`config.mk`:
```
export PLATFORM = sky130hd
export DESIGN_NAME = des_rk_buffer
export DESIGN_NICKNAME = d
export VERILOG_FILES = /design/src/rtl/des_rk_buffer.sv
export SDC_FILE = /design/constraint.sdc
export NUM_CORES = 1
export LEC_CHECK = 0
export ABC_AREA = 0
export BUFFER_PORTS_ARGS = -buffer_cell sky130_fd_sc_hd__buf_2
export CAP_MARGIN = 40
export CORE_MARGIN = 4
export CORE_UTILIZATION = 55
export CTS_CLUSTER_SIZE = 20
export DETAILED_ROUTE_END_ITERATION = 6
export HOLD_SLACK_MARGIN = 0.03
export PLACE_DENSITY = 0.73
export RECOVER_POWER = 25
export REMOVE_ABC_BUFFERS = 1
export SLEW_MARGIN = 20
export SYNTH_ARGS = -nofsm -noshare
export SYNTH_HDL_FRONTEND = slang
export SYNTH_SLANG_ARGS = --single-unit
export TNS_END_PERCENT = 5
```
`constraint.sdc`:
```
create_clock -name clk -period 7.35 [get_ports clk]
set_input_delay 1.47 -clock clk [delete_from_list [all_inputs] [get_ports clk]]
set_output_delay 1.47 -clock clk [all_outputs]
set_load 0.005 [all_outputs]
```
`src/rtl/des_rk_buffer.sv`:
```
// des_rk_buffer: steps the DES key schedule (ks) through rounds 1..16 and
// buffers the 16 round keys for indexed reads in encrypt or decrypt order.
module des_rk_buffer #(
  parameter int KEY_W  = 64,
  parameter int RK_W   = 48,
  parameter int ROUNDS = 16
) (
  input  logic                       clk,
  input  logic                       rst,
  input  logic                       key_load,
  input  logic [KEY_W-1:0]           key_in,
  output logic                       load_ignored,
  output logic                       key_busy,
  output logic                       keys_ready,
  output logic                       ks_start,
  output logic [KEY_W-1:0]           ks_key,
  output logic [4:0]                 ks_round_num,
  input  logic [RK_W-1:0]            ks_round_key,
  input  logic                       req_valid,
  input  logic                       req_decrypt,
  input  logic [$clog2(ROUNDS)-1:0]  req_round,
  output logic                       rsp_valid,
  output logic [RK_W-1:0]            rsp_key
);

  // state     | meaning
  // S_IDLE    | no valid keys, waiting for key_load
  // S_START   | one-cycle ks_start pulse, ks loads the key
  // S_CAPTURE | one round key captured per cycle into slot (ROUNDS-1-rem)
  // S_READY   | all round keys valid, read requests served

  localparam int IDX_W = $clog2(ROUNDS);
  localparam int RN_W  = 5;

  typedef enum logic [1:0] {S_IDLE, S_START, S_CAPTURE, S_READY} state_t;

  state_t            state, state_nxt;
  logic [IDX_W-1:0]  rem, rem_nxt;
  logic [IDX_W-1:0]  slot, slot_nxt, req_slot;
  logic              busy_state, load_ok, req_ok;
  logic [RK_W-1:0]   rk_buf [ROUNDS];

  assign busy_state = (state == S_START) || (state == S_CAPTURE);
  assign load_ok    = key_load && ((state == S_IDLE) || (state == S_READY));
  assign req_ok     = req_valid && keys_ready;
  assign slot       = IDX_W'(ROUNDS - 1) - rem;
  assign slot_nxt   = IDX_W'(ROUNDS - 1) - rem_nxt;
  assign req_slot   = req_decrypt ? IDX_W'(ROUNDS - 1) - req_round : req_round;

  always_comb begin
    state_nxt = state;
    rem_nxt   = rem;
    case (state)
      S_IDLE, S_READY: begin
        if (key_load) state_nxt = S_START;
      end
      S_START: begin
        state_nxt = S_CAPTURE;
        rem_nxt   = IDX_W'(ROUNDS - 1);
      end
      S_CAPTURE: begin
        if (rem == '0) state_nxt = S_READY;
        else           rem_nxt   = rem - 1'b1;
      end
      default: state_nxt = S_IDLE;
    endcase
  end

  // Outputs are registered from the next state so they line up with the state itself.
  always_ff @(posedge clk) begin
    if (rst) begin
      state        <= S_IDLE;
      rem          <= '0;
      ks_start     <= 1'b0;
      ks_round_num <= '0;
      ks_key       <= '0;
      keys_ready   <= 1'b0;
      key_busy     <= 1'b0;
      load_ignored <= 1'b0;
      rsp_valid    <= 1'b0;
      rsp_key      <= '0;
    end else begin
      state        <= state_nxt;
      rem          <= rem_nxt;
      ks_start     <= (state_nxt == S_START);
      ks_round_num <= ((state_nxt == S_CAPTURE) && (rem_nxt != '0)) ?
                      RN_W'(slot_nxt) + RN_W'(1) : '0;
      keys_ready   <= (state_nxt == S_READY);
      key_busy     <= (state_nxt == S_START) || (state_nxt == S_CAPTURE);
      load_ignored <= key_load && busy_state;
      if (load_ok) ks_key <= key_in;
      rsp_valid    <= req_ok;
      if (req_ok) rsp_key <= rk_buf[req_slot];
    end
  end

  always_ff @(posedge clk) begin
    if (!rst && (state == S_CAPTURE)) rk_buf[slot] <= ks_round_key;
  end

endmodule

```
==> flow_summary.toml, run 1 <==
[outcome]
status = "completed"

[timing]
period_needed_ns = 3.657
skew_ns = 0.02186
maxSlewHeadroom_pct = 41.34
timing.final.crit_share_pct = 49.76
finalHoldViolCount = 0
timing.fmax_ghz = 0.2734
setup-tns-final_ns = 0
finalSetupViolCount = 0
drv_slew = 0
worst-slew-pin-transition_ns = 0.8799
rsz0062_at_grt = "false"

[final_layout]
area_growth_pct = 12.99
drive_gt1_share_pct = 19.79
fin_util_pct = 62.84
final_area_mm2 = 0.04593
fill_cells = 5344
fin_nets = 2987

[place]
place.gp.congestion = 0.8965
dpl.hpwl_um = 56700
portBuffers = 242
placed_area_mm2 = 0.04292

[critical_path]
endpoint_kind = "register"
worst_ep_arrival_time_ns = 4.22
required_ns = 7.91
crit_type = "input pin to register"
cp_max_fo = 77
setup.worst_path.start_class = "input pin"

[clock_tree]
ctsResizeCount = 0
cts_setup_buffers = 0
cts.htree.levels = 3
cts_tree = "built"
cts_made_buffers = 94
clock_path_buffers = 3
clkSinkCount = 896
clk_latency_ns = 0.65
clk_pin_slew_ns = 0.06
ctsHoldBuffers = 0
root_buffer = "clkbuf_16"

[global_route]
grt_pass1_wl_um = 152200
first_global_vias = 26010
grt_use_met2_pct = 43.23
grtUsageMet3_pct = 5.134
grt_antenna_before_repair = 8
busiest_layer = "met2"
grt_usage_pct = 25.31
grt.met1_usage_pct = 32.42
overflow = 0
grt_start_max_net_pins = 122

[drt]
drcViolationCount = 0
ant_nets = 0
dr.first_iter.drc_count = 2017
vias_per_cell = 6.434
num_vias = 25090
wl_um = 100400
wl_per_cell_um = 25.75
drt-pass1-iter-count = 5

[synth]
yosysTopAreaCell = "edfxtp_1"
ys_top_cells_by_area = "edfxtp_1, mux2i_1, dfxtp_1, mux4_2, a22oi_1"
ys_async_sr_fraction_pct = 0
synth_edf_count = 768
ys_seq_elements = 896
synth_top_area_share_pct = 56.74
ys_warn_count = 0
yosysSeqAreaShare_pct = 63.04
syn_area_mm2 = 0.04065
syn_inst = 2664
yosys_most_used_dff = "edfxtp_1"
avgSynthCellArea_um2 = 15.26
yosysUniqueCellTypes = 50

[run]
cap_violations = 0

[floorplanning]
die_y_um = 279.9
core-area_mm2 = 0.07308
die_x_um = 279.9
die_area_mm2 = 0.07832
start_util_pct = 55.62
num_rows = 99
io_pins = 243

[pwr]
p_total_mw = 11.88
p_per_area_mw_per_mm2 = 258.8
vdd_drop_max_uv = 312.5
power_leakage_nw = 16.89

[worst_hold_path]
hold_class = "register to register"
-- synth_stat cells (9+ instances only) --
cell type,number
buf_2,62
buf_4,59
nor2b_1,9
nand3_1,95
dfxtp_1,128
ha_1,10
nor2_1,25
clkbuf_1,65
a21oi_1,68
buf_6,9
a221oi_2,26
a22o_1,47
nand2_1,191
buf_1,13
a32oi_1,47
nand2b_1,10
mux4_2,96
o211ai_1,41
mux2i_1,619
a221oi_1,21
a22oi_1,190
edfxtp_1,768
-- critical path, stage by stage --
cell	delay, ns
buf_2	0.12
buf_4	0.34
and3b_1	0.44
nand2_1	0.20
nor2_4	0.57
buf_4	0.68
a32oi_1	0.23
nand3_1	0.14
-- cell families (layout without fill, tap and decap cells) --
group / after synthesis / in the layout / synth area share [%]
compound gates: 466 / 466 / 9.149
mux: 716 / 716 / 20.59
simple gates: 353 / 353 / 3.866
flops: 896 / 896 / 63.04
fa+ha+maj: 10 / 10 / 0.3078
xor+xnor: 3 / 3 / 0.08313
other cells: 1 / 6 / 0.009226
buf+inv: 219 / 491 / 2.952
-- flip-flops by register name, indices dropped and copies added, names as in the netlist --
register / count
state: 2
rem: 4
rsp_key: 48
ks_round_num: 5
ks_key: 64
load_ignored: 1
rsp_valid: 1
ks_start: 1
rk_buf: 768
key_busy: 1
keys_ready: 1
-- placed cells by master (no fill, tap or decap), types with 17 or more instances in the layout --
cell type / Yosys / routed
a21oi_1: 68 / 67
a221oi_1: 21 / 21
a221oi_2: 26 / 26
a22o_1: 47 / 47
a22oi_1: 190 / 190
a32oi_1: 47 / 47
buf_12: 0 / 23
buf_2: 62 / 206
buf_4: 59 / 39
clkbuf_1: 65 / 57
clkbuf_16: 0 / 98
clkinv_2: 0 / 25
dfxtp_1: 128 / 128
edfxtp_1: 768 / 768
mux2i_1: 619 / 619
mux4_2: 96 / 96
nand2_1: 191 / 190
nand3_1: 95 / 95
nor2_4: 1 / 17
o211ai_1: 41 / 41
-- stage by stage --
stage	worst slack, ns	std cells	hold slack (ns)
floorplan	0.1508	2453	0.4467
global placement	3.098	3699	0.4399
detailed placement	3.108	3717	0.4453
CTS	3.773	3893	0.4536
global route	3.631	3898	0.4672
finish	3.693	3900	0.4543
-- layer usage --
layer  vias up  share of wire, %
met4         6               2.8
met3       184               7.7
met2      1004                50
li1      11100                 -
met5         -             0.034
met1     12800                39
-- area by class of cell --
class	instances	area, um2	share of cell area (%)
Antenna cell	5	12.51	0.02724
Clock buffer	136	2696	5.871
Clock inverter	40	291.5	0.6348
Inverter	8	30.03	0.06538
Multi-Input combinational cell	1549	14010	30.51
Sequential cell	896	25620	55.79
Tap cell	959	1200	2.613
Timing Repair Buffer	307	2061	4.487
-- path summary, 6_finish.rpt --
kind,from,to,slack (ns),depth (start not counted)
max reg2reg,state[0],rk_buf[10][31],4.37,6
min,ks_key[20],ks_key[20],0.45,2
max,rst,rsp_key[27],3.69,8
min reg2reg,ks_key[20],ks_key[20],0.45,2
-- report_power, final --
| group | total [mW] | internal (mW) | leakage (nW) | switching (mW) |
|---|---|---|---|---|
| clock network | 4.57 | 2.65 | 1.49 | 1.92 |
| logic | 1.44 | 0.578 | 7.44 | 0.863 |
| registers | 5.87 | 5.74 | 7.95 | 0.131 |
| total | 11.9 | 8.97 | 16.9 | 2.91 |
Note: power is estimated with default switching activity, not from simulation.
==> run 2, diff against run 1 <==
ABC_AREA = 1   (was 0)
clock period = 3.4 ns   (was 7.35 ns; I/O delays follow)
==> run 2 against run 1 <==
  * Global-route usage is 1.0 points higher
  * Sequential cell count did not move
  * Count of clock-buffer cells in the layout up 3
  * Sequential power up 120%
  * Setup slack worse by 2.7 ns
  * Via count rose by 9.4%
  * Critical path type is now register to register
  * Highest routed layer unchanged
==> flow_summary.toml, run 2 <==
[worst_hold_path]
hold_class = "input pin to register"
worstHoldPathCells = 3
whs_endpoint = "ks_key[15]"
min_from = "key_in[15]"

[final_layout]
top_regs = "rk_buf (768), ks_key (64), rsp_key (48)"
fin_nets = 4160
drive_gt1_share_pct = 10.84
regMostFlops = "rk_buf"
largest_reg_flops = 768
layout_commonest_cell = "nand3_1"
final_cell_mix = "nand3_1, inv_1, edfxtp_1, nand2_1, nor2_1"
area_growth_pct = 14.22

[floorplanning]
die_x_um = 272.5
die_area_mm2 = 0.07423
start_util_pct = 55.79
io_pins = 243
num_rows = 96
core-area_mm2 = 0.06895
die_y_um = 272.5

[clock_tree]
cts_made_buffers = 91
clk_latency_ns = 0.65
cts.htree.levels = 3
root_buffer = "clkbuf_16"
clk_pin_slew_ns = 0.06
cts_tree = "built"
clkSinkCount = 896
ctsHoldBuffers = 0
cts_setup_buffers = 0
ctsResizeCount = 0
clock_path_buffers = 3

[pwr]
vdd_drop_max_uv = 469.4
power_leakage_nw = 19.13
p_per_area_mw_per_mm2 = 611.4
p_total_mw = 26.86

[drt]
drcViolationCount = 0
wl_um = 100500
dr.first_iter.drc_count = 2969
ant_nets = 0
num_vias = 27460
vias_per_cell = 5.447
wl_per_cell_um = 19.93
drt-pass1-iter-count = 6

[synth]
syn_inst = 3838
yosysTopAreaCell = "edfxtp_1"
ys_async_sr_fraction_pct = 0
yosysUniqueCellTypes = 25
yosysSeqAreaShare_pct = 66.62
synth_edf_count = 768
ys_warn_count = 0
yosys_most_used_dff = "edfxtp_1"
synth.most_common_cell = "nand3_1"
ys_top_cells_by_count = "nand3_1, inv_1, edfxtp_1"
ys_top_cells_by_area = "edfxtp_1, nand3_1, inv_1, dfxtp_1, nand2_1"
syn_area_mm2 = 0.03846
synth_top_area_share_pct = 59.96
ys_seq_elements = 896
avgSynthCellArea_um2 = 10.02

[critical_path]
reg2reg_to = "rk_buf[9][18]"
endpoint_kind = "register"
cp_max_fo = 12
worst_ep_arrival_time_ns = 2.77
required_ns = 3.72
setup.worst_path.start_class = "register"
reg2reg_depth = 7
r2r-start = "state[0]"
reg2reg_slack_ns = 0.95
crit_type = "register to register"

[timing]
finalHoldViolCount = 0
finalSetupViolCount = 0
setup_ws_ns = 0.9456
maxSlewHeadroom_pct = 46.42
period_needed_ns = 2.454
drv_slew = 0
timing.final.crit_share_pct = 72.19
rsz0062_at_grt = "false"
worst-slew-pin-transition_ns = 0.8037
skew_ns = 0.02359
timing.fmax_ghz = 0.4074

[global_route]
grt_usage_pct = 26.32
first_global_vias = 26020
overflow = 0
grt_pass1_wl_um = 151300
grt_antenna_before_repair = 7
grt_start_max_net_pins = 130

[run]
cap_violations = 0

[place]
pre_cts_ws_ns = 0.6586
place.gp.congestion = 0.7990
portBuffers = 242
dpl.hpwl_um = 52550

[outcome]
status = "completed"
run 2: cell types whose count changed in the layout (fill, tap and decap cells not counted), moves of 64 or more:
cell,previous run,this run
nand3_1,95,915
inv_1,8,788
mux2i_1,619,0
nand2_1,190,613
nor2_1,9,242
a22oi_1,190,0
mux4_2,96,0
a21oi_1,67,1
o21ai_0,5,69
run 2: cell families after synthesis:
family / synth area share [%]
xor gates and xnor gates: 0.1106
adders and majority gates: 0.3253
other: 0.009750
AOI/OAI and AO/OA: 0.9108
and+or+nand+nor: 21.47
buffers and inverters: 10.55
DFF: 66.62
run 2: through the flow:
step	instance area [um2]	hold WS [ns]	setup TNS (ns)	util (%)	std cells
5_1_grt	43930	0.2707	0	63.72	5042
3_3_place_gp	40950	0.4568	0	59.40	4867
2_1_floorplan	37380	0.4546	-445.49	-	3618
4_1_cts	43970	0.2389	0	63.77	5038
3_5_place_dp	40950	0.4662	0	59.40	4867
6_report	43930	0.2820	0	63.72	5042
run 2: final cells by class:
| cell class | instances | area (um2) |
|---|---|---|
| diodes | 4 | 10.01 |
| clock buffers | 139 | 2629 |
| clock inverters | 32 | 385.4 |
| fillers | 5369 | 25010 |
| inverters | 793 | 2982 |
| multi-input cells | 1929 | 8986 |
| flip-flops and latches | 896 | 25620 |
| well taps | 931 | 1165 |
| repair buffers | 318 | 2151 |
run 2: worst max path at each step:
| stage | start | endpoint | slack [ns] | cells after the start |
|---|---|---|---|---|
| 2_1_floorplan | req_round[0] | rsp_key[0] | -8.21 | 10 |
| 3_3_place_gp | rst | rk_buf[9][26] | 0.67 | 5 |
| 3_5_place_dp | req_decrypt | rsp_key[24] | 0.66 | 12 |
| 4_1_cts | state[0] | rk_buf[9][8] | 0.95 | 7 |
| 5_1_grt | state[0] | rk_buf[9][3] | 0.78 | 7 |
| 6_report | state[0] | rk_buf[9][18] | 0.95 | 7 |
run 2: report_power, final:
| group | total [mW] | internal, mW | switching [mW] |
|---|---|---|---|
| clock | 10.0 | 5.83 | 4.20 |
| combinational | 4.02 | 1.32 | 2.69 |
| sequential | 12.8 | 12.5 | 0.275 |
run 2: metal layers:
metal | vias up | GRT usage, % | routed length [um]
li1 | 12820 | - | -
met1 | 13020 | 34.88 | 39410
met2 | 1383 | 44.44 | 49130
met3 | 232 | 3.568 | 8780
met4 | 6 | 10.35 | 3149
met5 | - | 0 | 35
run 2: worst max-delay path, stage by stage, from the launching register on:
cell	delay, ns
dfxtp_1	0.34
inv_1	0.08
ha_1	0.26
inv_1	0.06
nor2_1	0.18
nand2_1	0.28
nor2_4	0.56
buf_4	0.37
